[src/rtl/pipe_hazard_ctrl.sv]
// Pipeline hazard controller: load-use stalls, branch/jump flushes, data-memory
// wait handling with timeout, and saturating stall/flush performance counters.
module pipe_hazard_ctrl #(
  parameter int MEM_TIMEOUT = 255,
  parameter int CNT_W       = 16
) (
  input  logic             clk,
  input  logic             reset,
  input  logic [4:0]       IF_ID_rs,
  input  logic [4:0]       IF_ID_rt,
  input  logic             IF_ID_use_rs,
  input  logic             IF_ID_use_rt,
  input  logic             ID_EX_MemRead,
  input  logic [4:0]       ID_EX_rd_dst,
  input  logic             Branch_taken_EX,
  input  logic             Jump_ID,
  input  logic             mem_req,
  input  logic             mem_ready,
  output logic             PC_write,
  output logic             IF_ID_write,
  output logic             ID_EX_write,
  output logic             EX_MEM_write,
  output logic             IF_ID_flush,
  output logic             ID_EX_flush,
  output logic [1:0]       state,
  output logic             mem_err,
  output logic [CNT_W-1:0] stall_cnt,
  output logic [CNT_W-1:0] flush_cnt
);

  localparam int WAIT_W = $clog2(MEM_TIMEOUT + 1);

  typedef enum logic [1:0] {
    RUN      = 2'd0,
    MEM_WAIT = 2'd1,
    ERROR    = 2'd2
  } state_t;

  state_t            state_q;
  logic [WAIT_W-1:0] wait_cnt;
  logic [WAIT_W-1:0] wait_nxt;
  logic              mem_err_q;
  logic              load_use;
  logic              mem_stall;
  logic              freeze;

  assign load_use = ID_EX_MemRead && (ID_EX_rd_dst != 5'd0) &&
                    ((IF_ID_use_rs && (IF_ID_rs == ID_EX_rd_dst)) ||
                     (IF_ID_use_rt && (IF_ID_rt == ID_EX_rd_dst)));
  assign mem_stall = mem_req && !mem_ready;
  assign wait_nxt  = wait_cnt + 1'b1;

  // A memory wait that has just completed is decoded exactly like RUN.
  assign freeze = !reset || (state_q == ERROR) ||
                  ((state_q == MEM_WAIT) && !mem_ready);

  always_comb begin
    PC_write     = 1'b0;
    IF_ID_write  = 1'b0;
    ID_EX_write  = 1'b0;
    EX_MEM_write = 1'b0;
    IF_ID_flush  = 1'b0;
    ID_EX_flush  = 1'b0;
    if (!freeze && !mem_stall) begin
      PC_write     = 1'b1;
      IF_ID_write  = 1'b1;
      ID_EX_write  = 1'b1;
      EX_MEM_write = 1'b1;
      if (Branch_taken_EX) begin
        IF_ID_flush = 1'b1;
        ID_EX_flush = 1'b1;
      end else if (load_use) begin
        PC_write    = 1'b0;
        IF_ID_write = 1'b0;
        ID_EX_flush = 1'b1;
      end else if (Jump_ID) begin
        IF_ID_flush = 1'b1;
      end
    end
  end

  always_ff @(posedge clk or negedge reset) begin
    if (!reset) begin
      state_q   <= RUN;
      wait_cnt  <= '0;
      mem_err_q <= 1'b0;
    end else begin
      case (state_q)
        RUN: begin
          if (mem_stall) begin
            state_q  <= MEM_WAIT;
            wait_cnt <= '0;
          end
        end
        MEM_WAIT: begin
          if (mem_ready) begin
            state_q <= RUN;
          end else begin
            wait_cnt <= wait_nxt;
            if (wait_nxt == WAIT_W'(MEM_TIMEOUT)) begin
              state_q   <= ERROR;
              mem_err_q <= 1'b1;
            end
          end
        end
        ERROR: begin
          mem_err_q <= 1'b1;
        end
        default: begin
          state_q <= RUN;
        end
      endcase
    end
  end

  always_ff @(posedge clk or negedge reset) begin
    if (!reset) begin
      stall_cnt <= '0;
      flush_cnt <= '0;
    end else begin
      if (!PC_write && (stall_cnt != {CNT_W{1'b1}})) begin
        stall_cnt <= stall_cnt + 1'b1;
      end
      if ((IF_ID_flush || ID_EX_flush) && (flush_cnt != {CNT_W{1'b1}})) begin
        flush_cnt <= flush_cnt + 1'b1;
      end
    end
  end

  assign state   = state_q;
  assign mem_err = mem_err_q;

endmodule

[config.mk]
export PLATFORM = sky130hd
export DESIGN_NAME = pipe_hazard_ctrl
export DESIGN_NICKNAME = d
export VERILOG_FILES = /design/src/rtl/pipe_hazard_ctrl.sv
export SDC_FILE = /design/constraint.sdc
export NUM_CORES = 1
export LEC_CHECK = 0
export ABC_AREA = 1
export CORE_MARGIN = 4
export CORE_UTILIZATION = 45
export DETAILED_ROUTE_END_ITERATION = 8
export PLACE_DENSITY = 0.77
export REMOVE_ABC_BUFFERS = 1
export SYNTH_ARGS = -nofsm -noshare
export SYNTH_HDL_FRONTEND = slang
export SYNTH_SLANG_ARGS = --single-unit
[constraint.sdc]
create_clock -name clk -period 1.7 [get_ports clk]
set_input_delay 0.34 -clock clk [delete_from_list [all_inputs] [get_ports clk]]
set_output_delay 0.34 -clock clk [all_outputs]
set_load 0.1 [all_outputs]
# [Yosys cells after proc, flatten, opt, wreduce, memory -nomap -nowiden]
# Cells that the tools add are included.
[word_totals] romBits=0 elab_cells=66 memories=0 output_inout_bits=41 latch_bits=0 ff_bits=43 ramBits=0 in_bits=24
[classes] bitwise=1 n_mux=21 eq_ne=11 order_cmp=0 mul=0 n_addsub=3 shifts=0 reduce_logical=25 div_mod_pow=0
[ops] operator="$add A16 B1 Y16 const B" n=2
[ops] operator="$ne A16 B16 Y1 const B" n=2
[ops] operator="$mux W8" n=2
[ops] operator="$pmux W8 S2" n=1
[ops] operator="$mux W1" n=13
[ops] operator="$eq A5 B5 Y1" n=2
[ops] operator="$logic_and A1 B1 Y1" n=9
[ops] operator="$reduce_and A3 Y1" n=3
[ops] operator="$add A8 B1 Y8 const B" n=1
[ops] operator="$eq A8 B8 Y1 const B" n=1
[ops] operator="$mux W2" n=3
[ops] operator="$pmux W2 S3" n=1
[ops] operator="$logic_not A1 Y1" n=5
[ops] operator="$reduce_bool A5 Y1" n=1
[ops] operator="$logic_or A1 B1 Y1" n=4
[ops] operator="$ne A2 B2 Y1 const B" n=2
[ops] operator="$reduce_bool A2 Y1" n=2
[ops] operator="$ne A3 B2 Y1 const B" n=1
[ops] operator="$eq A2 B1 Y1 const B" n=1
[ops] operator="$eq A2 B2 Y1 const B" n=1
[ops] operator="$logic_not A2 Y1" n=1
[ops] operator="$ne A2 B1 Y1 const B" n=1
[ops] operator="$pmux W1 S2" n=1
[ops] operator="$not A1 Y1" n=1

# [Logic depth before layout (Yosys ltp)]
[depth] word_depth=9 depth_mapped=14 ltp_nobuf=13

# [Worst setup path after synthesis]
# No wires, ideal clock.
[synth_timing] path_type="flip-flop to output port" startpoint="register state_q[1], in the netlist state[1]" endpoint="output PC_write" n_path_buf=1 slack_ps=-3651 stages_incl_launch_ff=6 arrival_ps=5011 required_time_ps=1360 cell_sequence="dfrtp_1 -> nor3_2 -> nor3_1 -> nand2_1 -> inv_1 -> buf_4"
[synth_between] elab_chain_len=6 word_cells_on_any_way=8 cone_classes="eq/ne: 2; mux: 1; reduce/logical: 5"
[synth_lines] item="start: declaration" line="39" source="state_t state_q;"
[synth_lines] item="start signal: assignment" line="84" source="state_q <= RUN;"
[synth_lines] item="start signal: assignment" line="91" source="state_q <= MEM_WAIT;"
[synth_lines] item="start signal: assignment" line="97" source="state_q <= RUN;"
[synth_lines] item="$eq A2 B2 Y1 or $eq A2 B1 Y1 (tied branches)" line="54, 55"
[synth_lines] item="$logic_or A1 B1 Y1 or $logic_and A1 B1 Y1 (tied branches)" line="54, 55"
[synth_lines] item="$logic_or A1 B1 Y1 (*)" line="54" source="assign freeze = !reset || (state_q == ERROR) ||"
[synth_lines] item="$logic_not A1 Y1 (*)" line="64" source="if (!freeze && !mem_stall) begin"
[synth_lines] item="$logic_and A1 B1 Y1 (*)" line="64"
[synth_lines] item="$mux W1 (*)"
[synth_lines] item="end: declaration" line="19" source="output logic PC_write,"
# Every way passes the cells marked *; elsewhere a longest branch is shown, timed or not.

# [Worst setup path in the final report]
[layout_timing] startpoint="input mem_req" endpoint="output IF_ID_flush"
[layout_between] elab_chain_len=4
[layout_lines] item="start: declaration" line="17" source="input logic mem_req,"
[layout_lines] item="$logic_and A1 B1 Y1" line="50" source="assign mem_stall = mem_req && !mem_ready;"
[layout_lines] item="$logic_not A1 Y1" line="64"
[layout_lines] item="$logic_and A1 B1 Y1" line="64"
[layout_lines] item="$mux W1" line="64"
[layout_lines] item="end: declaration" line="23" source="output logic IF_ID_flush,"
# Every way passes these cells.

==> results.cfg <==
[outcome]
outcome = finished with violations
violations = negative setup slack

[worst_setup_path]
worstPathArrival_ns = 1.58
cp-endpoint = IF_ID_flush
cp-end-kind = output pin
required_ns = 1.36
cp_cell_sequence = clkdlybuf4s50_1 -> inv_1 -> nor2_2 -> nor3_4 -> buf_6 -> nand3_4 -> inv_2 -> buf_12
timing.rr.start = flush_cnt[0]
critPathLaunchType = input port
cp-startpoint = mem_req
crit_type = input port to output pin
critPathMaxFanout = 4
reg2reg_to = flush_cnt[10]
critical_path.max_stage_delay_ns = 0.40
worst_path_max_delay_cell = clkdlybuf4s50_1
rr_worst_depth = 10
ff2ff_setup_slack_ns = -0.17

[timing]
fin_crit_sh = 1.13
finalSetupViolations = 38
max-slew-margin-rel = 0.629
fmax_mhz = 522
fin_crit_ns = 1.92
hold_viol = 0
setup_ws_ns = -0.215
final.setup_skew_ns = 0.00567
drv_slew = 0
tightest_slew_ns = 0.557
fin_hold_ws_ns = 0.166
rsz0062_at_grt = yes

[final_layout]
nNetsFinal = 536
mostFrequentLayoutCells = nand2_1, buf_4, dfrtp_1
final_common_cell = nand2_1
drive_above_1_share = 0.336
antenna_cells = 0
area_growth_pct = 70.3
post-route-util = 0.811

[power]
powerDensity_mw_per_mm2 = 1120
p_leak_uw = 0.00225
ir_worst_vdd_mv = 1.68

[min_path]
min-delay-path-class = input port to asynchronous set/reset pin

[drt]
viasPerCell = 5.29
drtIter0Drc = 347
route.detailed.drc = 0
dr.pass1.iters = 5
wl_um = 8720
final_antenna_net_count = 0
wl_per_cell_um = 15.0
route.vias.total = 3072

[floorplanning]
fp.dieArea_mm2 = 0.00727
coreArea_mm2 = 0.00564
fp.dieH_um = 85.3
io_pins = 65
start_util = 0.476
rows = 27
die_w_um = 85.3

[yosys]
ys_ff_latch = 43
syn_avg_cell_area_um2 = 7.11
ys_seq_area_frac = 0.401
synth_warnings = 0
netlist_area_mm2 = 0.00269
synthCells = 378
synthDistinctLibCells = 29

[global_route]
antenna_found_initial = 0
grt_pass1_vias = 2917
grt_overflow = 0
grt.total_usage = 0.214
grt_max_degree = 44
grt_pass1_wl_um = 12900

[cts]
numCtsBuffers = 5
cts_root_buf = clkbuf_8
ctsHoldBuffers = 0
cts_sinks = 43
h-tree-depth = 2
clock_latency_ns = 0.30
clk_path_buf_depth = 2
cts_tree = done
cts.clk_slew.worst_paths_ns = 0.09

[placed_design]
dpl.hpwl_um = 5360
gp_congestion = 0.903
numPortBuffers = 64

[flow_run]
drv_cap = 0
==> how the worst min path moves through the flow <==
stage / endpoint / slack [ns]
3_5_place_dp: stall_cnt[15] / 0.49
4_1_cts: stall_cnt[15] / 0.17
3_3_place_gp: stall_cnt[12] / 0.49
2_1_floorplan: flush_cnt[0] / 0.04
5_1_grt: stall_cnt[15] / 0.21
6_report: stall_cnt[15] / 0.17
==> area by class of cell <==
type / instances / area, um2
Clock buffer: 6 / 72.6
Clock inverter: 2 / 12.5
Fill cell: 316 / 1070
Inverter: 51 / 201
Multi-Input combinational cell: 277 / 1570
Sequential cell: 43 / 1080
Tap cell: 72 / 90.1
Timing Repair Buffer: 130 / 1560
==> per-stage QoR <==
step                      total power [uW]  cell area, um2  TNS (ns)  worst slack, ns  std cells
after floorplan                       2980            2630   -193.28            -6.03        370
after global placement                4170            4090    -13.77           -0.450        550
after detailed placement              4230            4090    -15.54           -0.514        550
after CTS                             4910            4300     -1.22           -0.214        567
after global routing                  5350            4570     -7.34           -0.307        581
final                                 5140            4570     -3.28           -0.215        581
==> flip-flops by register name, indices dropped and copies added (netlist names) <==
register / count
stall_cnt: 16
wait_cnt: 8
mem_err: 1
state: 2
flush_cnt: 16
==> routing by layer <==
| metal | share of wire | GRT usage | vias to the layer above |
|---|---|---|---|
| li1 | - | - | 1446 |
| met1 | 0.39 | 0.259 | 1428 |
| met2 | 0.50 | 0.386 | 163 |
| met3 | 0.073 | 0.0437 | 35 |
| met4 | 0.035 | 0.0561 | 0 |
| met5 | 0 | 0 | - |
==> power breakdown <==
group	total [uW]	switching, uW	internal, uW
clock network	659	371	288
registers	1340	149	1190
logic	3140	1930	1210
total	5140	2450	2690
==> synth_stat cells <==
cell      count  area share
buf_6         1      0.0042
xor2_1       13       0.042
nor2_1       27       0.038
a31oi_1       1      0.0023
nor2_4        1      0.0042
or2_2         2      0.0047
nand4_1       8       0.019
nor3_1       14       0.026
nand3_2       1      0.0037
buf_2         3      0.0056
buf_4         2      0.0056
inv_2         2      0.0028
dfrtp_1      43        0.40
ha_1          4       0.019
clkbuf_1      1      0.0014
nor3_2        1      0.0037
o21ai_1       2      0.0037
inv_1        49       0.068
nand3b_1      1      0.0028
or3_1         1      0.0023
o22ai_1       2      0.0047
xnor2_1      14       0.046
nand3_1      37       0.069
nand2_2       2      0.0047
o21ai_2       1      0.0033
buf_8         1      0.0056
nor4_1        1      0.0023
o21ai_0      12       0.022
nand2_1     131        0.18
==> cells by family (layout without fill, tap and decap cells) <==
logic type | count (synthesis) | in the layout | synth area share
buf+inv | 59 | 189 | 0.0936
simple gates | 227 | 228 | 0.363
xor+xnor | 27 | 27 | 0.0880
fa+ha+maj | 4 | 4 | 0.0186
compound gates | 18 | 18 | 0.0363
flops | 43 | 43 | 0.401
==> timing repair <==
item / CTS / global route
setup buffers: 9 / 13
setup endpoints to repair: 37 / 42
hold endpoints to repair: 0 / 0
pin swaps: 12 / 23
gates resized for setup: 37 / 56
cloned: 1 / 1
==> critical path: cells and delay by family <==
kind                   cells  cell delay, ns
AND/OR/NAND/NOR            3            0.34
buffers and inverters      5            0.88
Note: power is estimated with default switching activity, not from simulation.
